File: config.mk
export PLATFORM = sky130hd
export DESIGN_NAME = mem_port_ctrl_flat
export DESIGN_NICKNAME = d
export VERILOG_FILES = /design/src/rtl/mem_port_ctrl_if.sv /design/src/rtl/mem_port_ctrl.sv /design/src/flat_wrapper.sv
export SDC_FILE = /design/constraint.sdc
export NUM_CORES = 1
export LEC_CHECK = 0
export CELL_PAD_IN_SITES_DETAIL_PLACEMENT = 2
export CELL_PAD_IN_SITES_GLOBAL_PLACEMENT = 2
export CORE_MARGIN = 2
export CORE_UTILIZATION = 26
export CTS_CLUSTER_SIZE = 14
export DETAILED_ROUTE_END_ITERATION = 8
export PLACE_DENSITY = 0.84
export SLEW_MARGIN = 20
export SYNTH_ARGS = -nofsm -noshare
export SYNTH_HDL_FRONTEND = slang
export SYNTH_SLANG_ARGS = --single-unit
File: constraint.sdc
create_clock -name clk -period 4.7 [get_ports clk]
set_input_delay 0.705 -clock clk [delete_from_list [all_inputs] [get_ports clk]]
set_output_delay 0.705 -clock clk [all_outputs]
set_load 0.01 [all_outputs]
File: src/rtl/mem_port_ctrl_if.sv
// mem_port_ctrl_if: request/response and RAM-side signals of the memory port controller.
//   req_*        : load/store request from the control unit (valid/ready handshake)
//   rsp_*        : one-cycle completion pulse with load data / range error
//   mem_*        : address, data and level-sensitive strobes toward the RAM
// slave modport is the controller; master modport is the requester/RAM side.
interface mem_port_ctrl_if;
  localparam int unsigned AW = 32;
  localparam int unsigned DW = 32;

  logic          req_valid;
  logic          req_ready;
  logic          req_write;
  logic [AW-1:0] req_addr;
  logic [DW-1:0] req_wdata;
  logic          rsp_valid;
  logic [DW-1:0] rsp_rdata;
  logic          rsp_error;
  logic [AW-1:0] mem_address;
  logic [DW-1:0] mem_data_in;
  logic          mem_read;
  logic          mem_write;
  logic [DW-1:0] mem_data_out;

  modport slave (
    input  req_valid, req_write, req_addr, req_wdata, mem_data_out,
    output req_ready, rsp_valid, rsp_rdata, rsp_error,
           mem_address, mem_data_in, mem_read, mem_write
  );

  modport master (
    output req_valid, req_write, req_addr, req_wdata, mem_data_out,
    input  req_ready, rsp_valid, rsp_rdata, rsp_error,
           mem_address, mem_data_in, mem_read, mem_write
  );
endinterface

File: src/rtl/mem_port_ctrl.sv
// mem_port_ctrl: CPU-side initiator for a level-sensitive 32-bit RAM.
// Accepts one load/store at a time, drives address/data one cycle ahead of
// the strobe (SETUP), holds the strobe for WAIT_CYCLES (ACCESS), keeps the
// address stable one more cycle (HOLD), then pulses the response (RESP).
// Out-of-range addresses skip the RAM entirely and respond with an error.
// Ports:
//   clk     : rising-edge clock
//   reset_n : asynchronous active-low reset
//   bus     : mem_port_ctrl_if.slave (request, response and RAM signals)
module mem_port_ctrl #(
  parameter int unsigned DEPTH       = 512,
  parameter int unsigned WAIT_CYCLES = 1
) (
  input  logic          clk,
  input  logic          reset_n,
  mem_port_ctrl_if.slave bus
);

  localparam int unsigned AW = 32;
  localparam int unsigned DW = 32;
  localparam int unsigned CW = 4;

  localparam logic [2:0] S_IDLE   = 3'd0;
  localparam logic [2:0] S_SETUP  = 3'd1;
  localparam logic [2:0] S_ACCESS = 3'd2;
  localparam logic [2:0] S_HOLD   = 3'd3;
  localparam logic [2:0] S_RESP   = 3'd4;

  logic [2:0]    state_q, state_d;
  logic [CW-1:0] cnt_q, cnt_d;
  logic          write_q, write_d;
  logic          req_ready_q, req_ready_d;
  logic          rsp_valid_q, rsp_valid_d;
  logic          rsp_error_q, rsp_error_d;
  logic [DW-1:0] rsp_rdata_q, rsp_rdata_d;
  logic [AW-1:0] mem_address_q, mem_address_d;
  logic [DW-1:0] mem_data_in_q, mem_data_in_d;
  logic          mem_read_q, mem_read_d;
  logic          mem_write_q, mem_write_d;
  logic          in_range_c;

  // Unsigned full-width compare: 0xFFFFFFFF is out of range.
  assign in_range_c = bus.req_addr < AW'(DEPTH);

  // State and registered-output update; reset drops strobes immediately.
  always_ff @(posedge clk or negedge reset_n) begin
    if (!reset_n) begin
      state_q       <= S_IDLE;
      cnt_q         <= '0;
      write_q       <= 1'b0;
      req_ready_q   <= 1'b1;
      rsp_valid_q   <= 1'b0;
      rsp_error_q   <= 1'b0;
      rsp_rdata_q   <= '0;
      mem_address_q <= '0;
      mem_data_in_q <= '0;
      mem_read_q    <= 1'b0;
      mem_write_q   <= 1'b0;
    end else begin
      state_q       <= state_d;
      cnt_q         <= cnt_d;
      write_q       <= write_d;
      req_ready_q   <= req_ready_d;
      rsp_valid_q   <= rsp_valid_d;
      rsp_error_q   <= rsp_error_d;
      rsp_rdata_q   <= rsp_rdata_d;
      mem_address_q <= mem_address_d;
      mem_data_in_q <= mem_data_in_d;
      mem_read_q    <= mem_read_d;
      mem_write_q   <= mem_write_d;
    end
  end

  // Next state and next output values; outputs are set on the edge that
  // enters the state in which they must be visible.
  always_comb begin
    state_d       = state_q;
    cnt_d         = cnt_q;
    write_d       = write_q;
    req_ready_d   = req_ready_q;
    rsp_valid_d   = rsp_valid_q;
    rsp_error_d   = rsp_error_q;
    rsp_rdata_d   = rsp_rdata_q;
    mem_address_d = mem_address_q;
    mem_data_in_d = mem_data_in_q;
    mem_read_d    = mem_read_q;
    mem_write_d   = mem_write_q;

    case (state_q)
      S_IDLE: begin
        if (bus.req_valid && req_ready_q) begin
          write_d     = bus.req_write;
          req_ready_d = 1'b0;
          // Cleared so stores and errors respond with zero data.
          rsp_rdata_d = '0;
          if (in_range_c) begin
            state_d       = S_SETUP;
            mem_address_d = bus.req_addr;
            mem_data_in_d = bus.req_wdata;
          end else begin
            state_d     = S_RESP;
            rsp_valid_d = 1'b1;
            rsp_error_d = 1'b1;
          end
        end
      end
      S_SETUP: begin
        state_d     = S_ACCESS;
        mem_read_d  = !write_q;
        mem_write_d = write_q;
        cnt_d       = CW'(WAIT_CYCLES - 1);
      end
      S_ACCESS: begin
        if (cnt_q == '0) begin
          state_d     = S_HOLD;
          mem_read_d  = 1'b0;
          mem_write_d = 1'b0;
          if (!write_q) begin
            rsp_rdata_d = bus.mem_data_out;
          end
        end else begin
          cnt_d = cnt_q - CW'(1);
        end
      end
      S_HOLD: begin
        state_d     = S_RESP;
        rsp_valid_d = 1'b1;
      end
      S_RESP: begin
        state_d     = S_IDLE;
        rsp_valid_d = 1'b0;
        rsp_error_d = 1'b0;
        req_ready_d = 1'b1;
      end
      default: begin
        state_d     = S_IDLE;
        mem_read_d  = 1'b0;
        mem_write_d = 1'b0;
        rsp_valid_d = 1'b0;
        rsp_error_d = 1'b0;
        req_ready_d = 1'b1;
      end
    endcase
  end

  assign bus.req_ready   = req_ready_q;
  assign bus.rsp_valid   = rsp_valid_q;
  assign bus.rsp_error   = rsp_error_q;
  assign bus.rsp_rdata   = rsp_rdata_q;
  assign bus.mem_address = mem_address_q;
  assign bus.mem_data_in = mem_data_in_q;
  assign bus.mem_read    = mem_read_q;
  assign bus.mem_write   = mem_write_q;

endmodule
File: src/flat_wrapper.sv
// flat-port wrapper written by rule: the top's interface ports become plain ports
module mem_port_ctrl_flat 
#(
  parameter int unsigned DEPTH       = 512,
  parameter int unsigned WAIT_CYCLES = 1
)
  (clk, reset_n, bus_req_valid, bus_req_write, bus_req_addr, bus_req_wdata, bus_mem_data_out, bus_req_ready, bus_rsp_valid, bus_rsp_rdata, bus_rsp_error, bus_mem_address, bus_mem_data_in, bus_mem_read, bus_mem_write);
  mem_port_ctrl_if bus_i ();
  input  logic clk;
  input  logic reset_n;
  input wire logic [$bits(bus_i.req_valid)-1:0] bus_req_valid;
  input wire logic [$bits(bus_i.req_write)-1:0] bus_req_write;
  input wire logic [$bits(bus_i.req_addr)-1:0] bus_req_addr;
  input wire logic [$bits(bus_i.req_wdata)-1:0] bus_req_wdata;
  input wire logic [$bits(bus_i.mem_data_out)-1:0] bus_mem_data_out;
  output wire logic [$bits(bus_i.req_ready)-1:0] bus_req_ready;
  output wire logic [$bits(bus_i.rsp_valid)-1:0] bus_rsp_valid;
  output wire logic [$bits(bus_i.rsp_rdata)-1:0] bus_rsp_rdata;
  output wire logic [$bits(bus_i.rsp_error)-1:0] bus_rsp_error;
  output wire logic [$bits(bus_i.mem_address)-1:0] bus_mem_address;
  output wire logic [$bits(bus_i.mem_data_in)-1:0] bus_mem_data_in;
  output wire logic [$bits(bus_i.mem_read)-1:0] bus_mem_read;
  output wire logic [$bits(bus_i.mem_write)-1:0] bus_mem_write;
  assign bus_i.req_valid = bus_req_valid;
  assign bus_i.req_write = bus_req_write;
  assign bus_i.req_addr = bus_req_addr;
  assign bus_i.req_wdata = bus_req_wdata;
  assign bus_i.mem_data_out = bus_mem_data_out;
  assign bus_req_ready = bus_i.req_ready;
  assign bus_rsp_valid = bus_i.rsp_valid;
  assign bus_rsp_rdata = bus_i.rsp_rdata;
  assign bus_rsp_error = bus_i.rsp_error;
  assign bus_mem_address = bus_i.mem_address;
  assign bus_mem_data_in = bus_i.mem_data_in;
  assign bus_mem_read = bus_i.mem_read;
  assign bus_mem_write = bus_i.mem_write;
  mem_port_ctrl #(.DEPTH(DEPTH), .WAIT_CYCLES(WAIT_CYCLES)) u_core (.clk(clk), .reset_n(reset_n), .bus(bus_i));
endmodule
==> run_results.csv <==
group,metric,value,unit
clocking,cts.sinks,109,
yosys,synth_cell_types,33,
yosys,synth_area_leader_cell,"dfrtp_1",
critical_path,worstPathCellList,"clkdlybuf4s50_1 -> nor4_1 -> nand4_1 -> nor3_4 -> buf_4 -> mux2_2",
final_layout,antenna_cells,0,
placement,dp_hpwl,10400,um
power,peakVddDrop,198,uV
yosys,synth_top_area_share,63.7,%
critical_path,start_kind,"primary input",
die,rows,46,
yosys,synth_area_leaders,"dfrtp_1 (64%), mux2_2 (10%), nand2_1 (6.5%), o21ai_0 (4.5%), nor2b_1 (3.5%)",
clocking,cts_tree,"yes",
timing,worst_slew_pin_slew,0.997,ns
critical_path,critPathSlowestCell,"buf_4",
critical_path,crit_type,"in2reg",
drt,drtIter0Drc,135,
placement,dp_cells,755,
drt,wire_per_inst,17.8,um
yosys,ys_ff_latch,109,
timing,hold_ws,0.439,ns
clocking,cts_setup_buffers,0,
clocking,cts-resized-gates,0,
final_layout,final_common_cell,"clkdlybuf4s50_1",
clocking,worstSkewPairLatency,0.35,ns
final_layout,syn2layout_area_growth,59.0,%
yosys,synth_xor_area_share,0.413,%
timing,finalSetupViolations,0,
drt,vias,3404,
die,die-area,17400,um2
timing,hold_violations,0,
clocking,path_clk_slew,0.08,ns
drt,vias_per_cell,4.42,
critical_path,critPathCaptureType,"flop",
yosys,synth_top_family_by_area,"simple AND/OR/NAND/NOR gates",
die,dieHeight,132,um
timing,fin_setup_tns,0,ns
critical_path,crit_required,4.93,ns
placement,gp_congestion,0.764,
die,core,15900,um2
clocking,numCtsBuffers,9,
global_route,antenna_found_initial,0,
timing,fmax,349,MHz
critical_path,cp_data_arrival_time,3.10,ns
final_layout,final_cell_mix,"clkdlybuf4s50_1 (199), dfrtp_1 (108), nand2_1 (73)",
yosys,netlist_instances,353,
yosys,yosysWarnings,0,
timing,max-slew-margin-rel,33.5,%
worst_hold_path,worstHoldPathType,"in2async",
final_layout,fin_cells,771,
drt,final_antenna_net_count,0,
drt,drtPass1Iterations,4,
power,p_per_area,340,nW/um2
timing,period_share,61.0,%
yosys,syn-cell-area,4250,um2
global_route,grt.total_usage,16.1,%
yosys,yosys.area_share.simple,14.9,%
timing,fin_worst_skew,0.00837,ns
global_route,first_global_vias,3939,
drt,route.detailed.drc,0,
yosys,yosysSeqAreaShare,64.3,%
die,die_w,132,um
clocking,root_buffer,"clkbuf_16",
die,io-pin-count,201,
power,p_leak,2.95,nW
yosys,muxShareOfSynthArea,10.9,%
global_route,grt_max_degree,66,
drt,drt_wl_total,13700,um
yosys,postSynthAreaPerCell,12.0,um2
global_route,grt_pass1_wl,22300,um
final_layout,drive_gt1_share,12.1,%
timing,slew_violations,0,
clocking,cts.path.max_buffers,2,
timing,period_minus_slack,2.87,ns
clocking,htreeDepth,3,
yosys,synthAdderAreaFrac,0.589,%
die,start_util,26.6,%
global_route,gr-total-overflow,0,
placement,port_buffers,200,
critical_path,critical_path.max_fanout,64,
timing,rsz0062_at_grt,"no",
clocking,hold_buffers,0,
yosys,syn_nets,455,
flow_run,maxCapViolCount,0,
status,status,"completed",
final_layout,final_net_count,652,
critical_path,max_stage_delay,0.62,ns
yosys,synth-compound-area-share,5.98,%
## metal layers
| metal | part of all wire (%) | vias to the layer above | global-route usage [%] |
|---|---|---|---|
| met4 | 2.0 | 0 | 5.13 |
| met5 | 0 | - | 0 |
| met2 | 53 | 114 | 29.3 |
| met3 | 5.2 | 18 | 3.81 |
| met1 | 40 | 1699 | 18.7 |
| li1 | - | 1573 | - |
## cell usage after synthesis
cell / number
nand3_1: 4
dfrtp_1: 108
ha_1: 2
mux2_1: 3
or4_1: 1
inv_1: 4
or4_4: 1
clkbuf_1: 7
buf_1: 1
xor2_1: 2
or2_2: 1
dfstp_2: 1
buf_6: 5
nor2b_1: 24
a21oi_1: 4
nor2_1: 9
o221ai_2: 1
o2111ai_1: 1
nor3b_1: 1
or3b_2: 2
nand2b_1: 2
a31oi_1: 2
nor3_1: 2
buf_2: 5
nor4_1: 6
o21ai_0: 38
nand2_1: 73
a21boi_0: 1
and3b_1: 1
nor3_4: 1
nor3b_2: 1
nand4_1: 1
mux2_2: 38
## layout make-up
| class | count | area (um2) |
|---|---|---|
| Inverter | 4 | 15.0 |
| Clock buffer | 9 | 225 |
| Clock inverter | 7 | 75.1 |
| Sequential cell | 109 | 2730 |
| Timing Repair Buffer | 204 | 2030 |
| Tap cell | 216 | 270 |
| Fill cell | 1639 | 9190 |
| Multi-Input combinational cell | 222 | 1410 |
## stage by stage
step           utilization (%)  cell area, um2  setup slack, ns  total power, W
2_1_floorplan                -            4250             2.46         0.00129
3_3_place_gp              40.5            6450             1.63         0.00153
3_5_place_dp              40.5            6450             1.45         0.00156
4_1_cts                   42.3            6750             1.80         0.00235
5_1_grt                   42.3            6750             1.63         0.00243
6_report                  42.3            6750             1.83         0.00230
## state kept, by name, summed over array words and instances (netlist names)
signal                  flops
u_core.bus.mem_address     32
u_core.state_q              3
u_core.bus.mem_read         1
u_core.cnt_q                4
u_core.write_q              1
u_core.bus.mem_data_in     32
u_core.bus.req_ready        1
u_core.bus.mem_write        1
u_core.bus.rsp_valid        1
u_core.bus.rsp_rdata       32
u_core.bus.rsp_error        1
## worst paths after layout
path | startpoint | cells after the start | slack [ns] | endpoint
setup reg to reg | u_core.state_q[1] | 4 | 2.10 | u_core.bus.rsp_rdata[30]
min in group clk | u_core.bus.rsp_rdata[26] | 2 | 0.49 | u_core.bus.rsp_rdata[26]
hold reg to reg | u_core.bus.rsp_rdata[26] | 2 | 0.49 | u_core.bus.rsp_rdata[26]
setup / recovery | bus_req_addr[20] | 6 | 1.83 | u_core.bus.mem_data_in[17]
max in group asynchronous | reset_n | 2 | 3.08 | u_core.bus.mem_data_in[29]
hold / removal | reset_n | 1 | 0.44 | u_core.bus.mem_address[19]
## cells by family (layout without fill, tap and decap cells)
logic type / count (synthesis) / count (layout)
AOI/OAI and AO/OA: 47 / 47
xor gates and xnor gates: 2 / 2
adders and majority gates: 2 / 2
buffers and inverters: 22 / 224
DFF: 109 / 109
muxes: 41 / 41
and+or+nand+nor: 130 / 130
## power by group
| group | leakage [nW] | internal (W) | switching (W) |
|---|---|---|---|
| combinational | 1.29 | 0.000213 | 0.000263 |
| clock | 0.145 | 0.000379 | 0.000387 |
| sequential | 1.51 | 0.000992 | 0.0000636 |
## worst max-delay path: cells and delay by family
family	cells	cell delay [ns]
mux	1	0.41
simple gates	3	0.92
buf+inv	2	1.04
(Power assumes the default switching activity.)
==> RTL change 1 (same flow settings) <==
Take the reset off `rsp_rdata_q` and load it in a clocked block of its own.
--- a/src/rtl/mem_port_ctrl.sv
+++ b/src/rtl/mem_port_ctrl.sv
@@ -52,5 +52,4 @@
       rsp_valid_q   <= 1'b0;
       rsp_error_q   <= 1'b0;
-      rsp_rdata_q   <= '0;
       mem_address_q <= '0;
       mem_data_in_q <= '0;
@@ -64,5 +63,4 @@
       rsp_valid_q   <= rsp_valid_d;
       rsp_error_q   <= rsp_error_d;
-      rsp_rdata_q   <= rsp_rdata_d;
       mem_address_q <= mem_address_d;
       mem_data_in_q <= mem_data_in_d;
@@ -70,4 +68,8 @@
       mem_write_q   <= mem_write_d;
     end
+  end
+
+  always_ff @(posedge clk) begin
+    rsp_rdata_q <= rsp_rdata_d;
   end
 
Behaviour: differs if reset_n is asserted again (counterexample within 4 cycles, from zero or initial values and one cycle with reset_n low); with reset_n held inactive, the same outputs for 4 cycles.
==> RTL change 1 against the original RTL <==
  * Routed wire length down 15%
  * Total power up 20%
  * Design area down 0.76%
  * Combinational power up 51%
  * Sequential cell count unchanged
  * Synthesized cell count down 19%
  * First-iteration DRC count down 16%
  * Synthesized area down 1.2%
  * Worst setup slack better by 0.076 ns
==> RTL change 1: results (changes against the original RTL) <==
worst hold margin 0.500 ns (was 0.439 ns); via count 3053 (was 3404); vias in the first global route 3431 (was 3939); total track usage 0.139 (was 0.161); WL met2 5890 microns (was 7300 microns); Fill cells 1558 (was 1639); sequential area share after synthesis 0.689 (was 0.643); clk_lat worst skew roughly 0.34 ns; average cell area after synthesis 14.6 sq um (was 12.0 sq um); Place WS 1.53 ns (was 1.45 ns); fraction of area in multi-input gates 0.180 (was 0.208); leak pwr 2.82 nW (was 2.95 nW); clock skew 0.0108 ns (was 0.00837 ns); met1 usage 0.155 (was 0.187); met2 Use GR 0.240 (was 0.293); Critical Path AT 3.02 ns (was 3.10 ns); clock buffer count 10 (was 9); YS warnings 0 (unchanged); clk tree area frac 0.0437 (was 0.0445); met3 routed WL 1310 microns (was 711 microns); Comb power frac 0.260 (was 0.207); Tmin final 2.79 ns (was 2.87 ns); largest net degree at the start of global routing 78 (was 66); design area 0.00670 sq mm (was 0.00675 sq mm); storage element area 0.00289 sq mm (was 0.00273 sq mm); met1 WL 4400 microns (was 5450 microns); VDD IR max 0.185 mV (was 0.198 mV); DR iter-0 viols 114 (was 135); Nets 590 (was 652); switching fraction of total power 0.292 (was 0.311); hold crit path type register to register (was primary input to asynchronous set/reset pin); Routability Congestion 0.732 (was 0.764); Inverters 6 (was 4); routed len/inst 16.5 microns (was 17.8 microns); first-pass GRT wire length 18300 microns (was 22300 microns); Buffers, non-clock 203 (was 204); status completed (unchanged); Cell Pwr Density 410 mW/mm^2 (was 340 mW/mm^2); post-detail-place hpwl 8770 microns (was 10400 microns); R2R Setup Slk 2.11 ns; syn nets 389 (was 455); number of enable flip-flop cells after synthesis 32 (was 0); Netlist cell types 34 (was 33); drt pass-1 iters 3 (was 4); ys async rst share 0.706 (was 1.00); PortBufs 200 (unchanged); Worst Setup SP bus_req_valid (was bus_req_addr[20]); grt met3 use 0.0615 (was 0.0381); post-detailed-placement cell area 0.00641 sq mm (was 0.00645 sq mm); RR Endpoint u_core.bus.mem_address[6] (was u_core.bus.rsp_rdata[30]); NonClk Buf Share 0.302 (was 0.301); CP max stage delay 0.60 ns (was 0.62 ns); most frequent cells after synthesis 76 x dfrtp_1, 41 x mux2_2, 32 x and2_1, 32 x edfxtp_1, 23 x nor2b_1 (was 108 x dfrtp_1, 73 x nand2_1, 38 x mux2_2, 38 x o21ai_0, 24 x nor2b_1)
## RTL change 1: cell types whose count changed in the layout (fill, tap and decap cells not counted), sizes merged, moves of 6 or more
cell	delta
and2	+32
dfrtp	-32
edfxtp	+32
nand2	-64
nor2	-6
o21ai	-30
## RTL change 1: kinds of logic after synthesis
family,count (synthesis),synth area share
adder cells (fa/ha/maj),2,0.00597
buffers and inverters,19,0.0265
multiplexers,41,0.110
flip-flops,109,0.689
AO/OA/AOI/OAI,25,0.0361
AND/OR/NAND/NOR,90,0.130
XOR/XNOR,1,0.00209
## RTL change 1: worst max-delay path by stage
stage	endpoint	slack, ns	cells after the start
after global placement	u_core.bus.mem_address[5]	1.61	6
after CTS	u_core.bus.mem_data_in[3]	1.91	6
after global routing	u_core.bus.mem_address[6]	1.75	6
after floorplan	u_core.bus.rsp_rdata[0]	0.77	5
after detailed placement	u_core.bus.mem_data_in[15]	1.53	6
final	u_core.bus.mem_address[6]	1.91	6
==> RTL change 2 (same flow settings) <==
Made on the original files. Set the localparam `CW` to 5 (it was 4).
--- a/src/rtl/mem_port_ctrl.sv
+++ b/src/rtl/mem_port_ctrl.sv
@@ -19,5 +19,5 @@
   localparam int unsigned AW = 32;
   localparam int unsigned DW = 32;
-  localparam int unsigned CW = 4;
+  localparam int unsigned CW = 5;
 
   localparam logic [2:0] S_IDLE   = 3'd0;
Check against the original RTL: no difference found for any inputs over 4 cycles, from zero or initial values and one cycle with reset_n low; that may be too few to reach the edited logic, so the function may still have changed.
==> RTL change 2 against the original RTL <==
  * Sequential cell count up 1
  * Worst setup slack worse by 0.0038 ns
  * Design area up 3.0%
  * Non-clock buffer count unchanged
  * Global-route usage down 0.74 points
  * Clock skew up 0.0022 ns
  * Total power up 25%
  * Critical path depth unchanged
  * Sequential share of layout area down 0.83 points
  * Synthesized area up 4.3%
  * Sequential power up 12%
  * Routed wire length down 2.4%
  * Critical path type unchanged
  * Largest power group unchanged
==> RTL change 2: results (changes against the original RTL) <==
status completed (unchanged); average cell area after synthesis 12.6 sq um (was 12.0 sq um); RR Endpoint u_core.bus.mem_data_in[25] (was u_core.bus.rsp_rdata[30]); leak pwr 3.25 nW (was 2.95 nW); Post-CTS Setup Inserts 0 (unchanged); hold crit path type primary input to asynchronous set/reset pin (unchanged); post-detail-place hpwl 9760 microns (was 10400 microns); CTS root buffer clkbuf_16 (unchanged); Fill cells 1672 (was 1639); PortBufs 200 (unchanged); first-pass GRT wire length 21500 microns (was 22300 microns); Nets 653 (was 652); Yosys top cell area share 0.616 (was 0.637); post-synthesis xor/xnor area fraction 0.00395 (was 0.00413); R2R Setup Slk 2.19 ns (was 2.10 ns); CP max-delay cell buf_4 (unchanged); Total Power 2.88 mW (was 2.30 mW); Critical Path AT 3.10 ns (about the same); ys async rst share 1.00 (unchanged); met3 routed WL 1120 microns (was 711 microns); ratio of cells with drive above 1 in the final layout 0.121 (about the same); clk_lat worst skew 0.35 ns (about the same); initial antenna violation count 0 (unchanged); drt pass-1 iters 4 (unchanged); post-cts gate resize count 0 (unchanged); DR iter-0 viols 117 (was 135); multiplexer area fraction after synthesis 0.179 (was 0.109); vias in the first global route 3898 (was 3939); crit-path leading delay family buffers and inverters (unchanged); biggest area consumer among synthesized cells dfrtp_1 (unchanged); Reg-to-Reg Start u_core.state_q[2] (was u_core.state_q[1]); top sig layer met4 (unchanged); diode count 0 (unchanged); clock skew 0.0106 ns (was 0.00837 ns); Worst Setup SP bus_req_addr[31] (was bus_req_addr[20]); worst slew pin tran 0.945 ns (was 0.997 ns); Netlist cell types 35 (was 33); YS warnings 0 (unchanged); top cells by area in the synthesized netlist dfrtp_1 62%, mux2_2 9.9%, mux2i_1 7.2% (was dfrtp_1 64%, mux2_2 10%, nand2_1 6.5%); fin cells 776 (was 771); vias per cell 4.38 (was 4.42); Routability Congestion 0.697 (was 0.764); total track usage 0.154 (was 0.161); H-tree levels 3 (unchanged); sequential area share after synthesis 0.622 (was 0.643); Clock Path Buffers 2 (unchanged); CP Capture Type register (unchanged); met1 WL 5150 microns (was 5450 microns); cell internal pwr 1.97 mW (was 1.58 mW); WL met2 6940 microns (was 7300 microns); Synth Area in Adders 0.00565 (was 0.00589); syn nets 454 (was 455); VDD IR max 0.209 mV (was 0.198 mV); largest net degree at the start of global routing 74 (was 66); Clk pwr share 0.279 (was 0.334); Synth Area in Compound Gates 0.0215 (was 0.0598); most frequent cells after synthesis 109 x dfrtp_1, 40 x nand2_1, 39 x mux2_2 (was 108 x dfrtp_1, 73 x nand2_1, 38 x mux2_2, 38 x o21ai_0, 24 x nor2b_1); Comb power frac 0.307 (was 0.207); Routed WL 13400 microns (was 13700 microns); Placed Cells 760 (was 755)
-- RTL change 2: area by class of cell --
type                    instances  area (sq um)  area share
repair buffers                204          2030       0.292
clock buffers                   9           225      0.0324
inverters                      36           135      0.0194
multi-input cells             190          1450       0.208
flip-flops and latches        110          2750       0.396
well taps                     220           275      0.0396
clock inverters                 7          90.1      0.0130
-- RTL change 2: metrics by stage --
stage                     hold WS, ns   util  area, sq um  worst slack, ns
after floorplan                 0.409      -         4430             2.44
after global placement          0.470  0.399         6640             1.59
after detailed placement        0.479  0.399         6640             1.48
after CTS                       0.497  0.418         6960             1.75
after global routing            0.524  0.418         6960             1.67
final                           0.489  0.418         6960             1.83
-- RTL change 2: metal layers --
layer | up-vias | track usage
li1 | 1551 | -
met3 | 13 | 0.0537
met1 | 1706 | 0.176
met4 | 0 | 0.0515
met5 | - | 0
met2 | 132 | 0.268
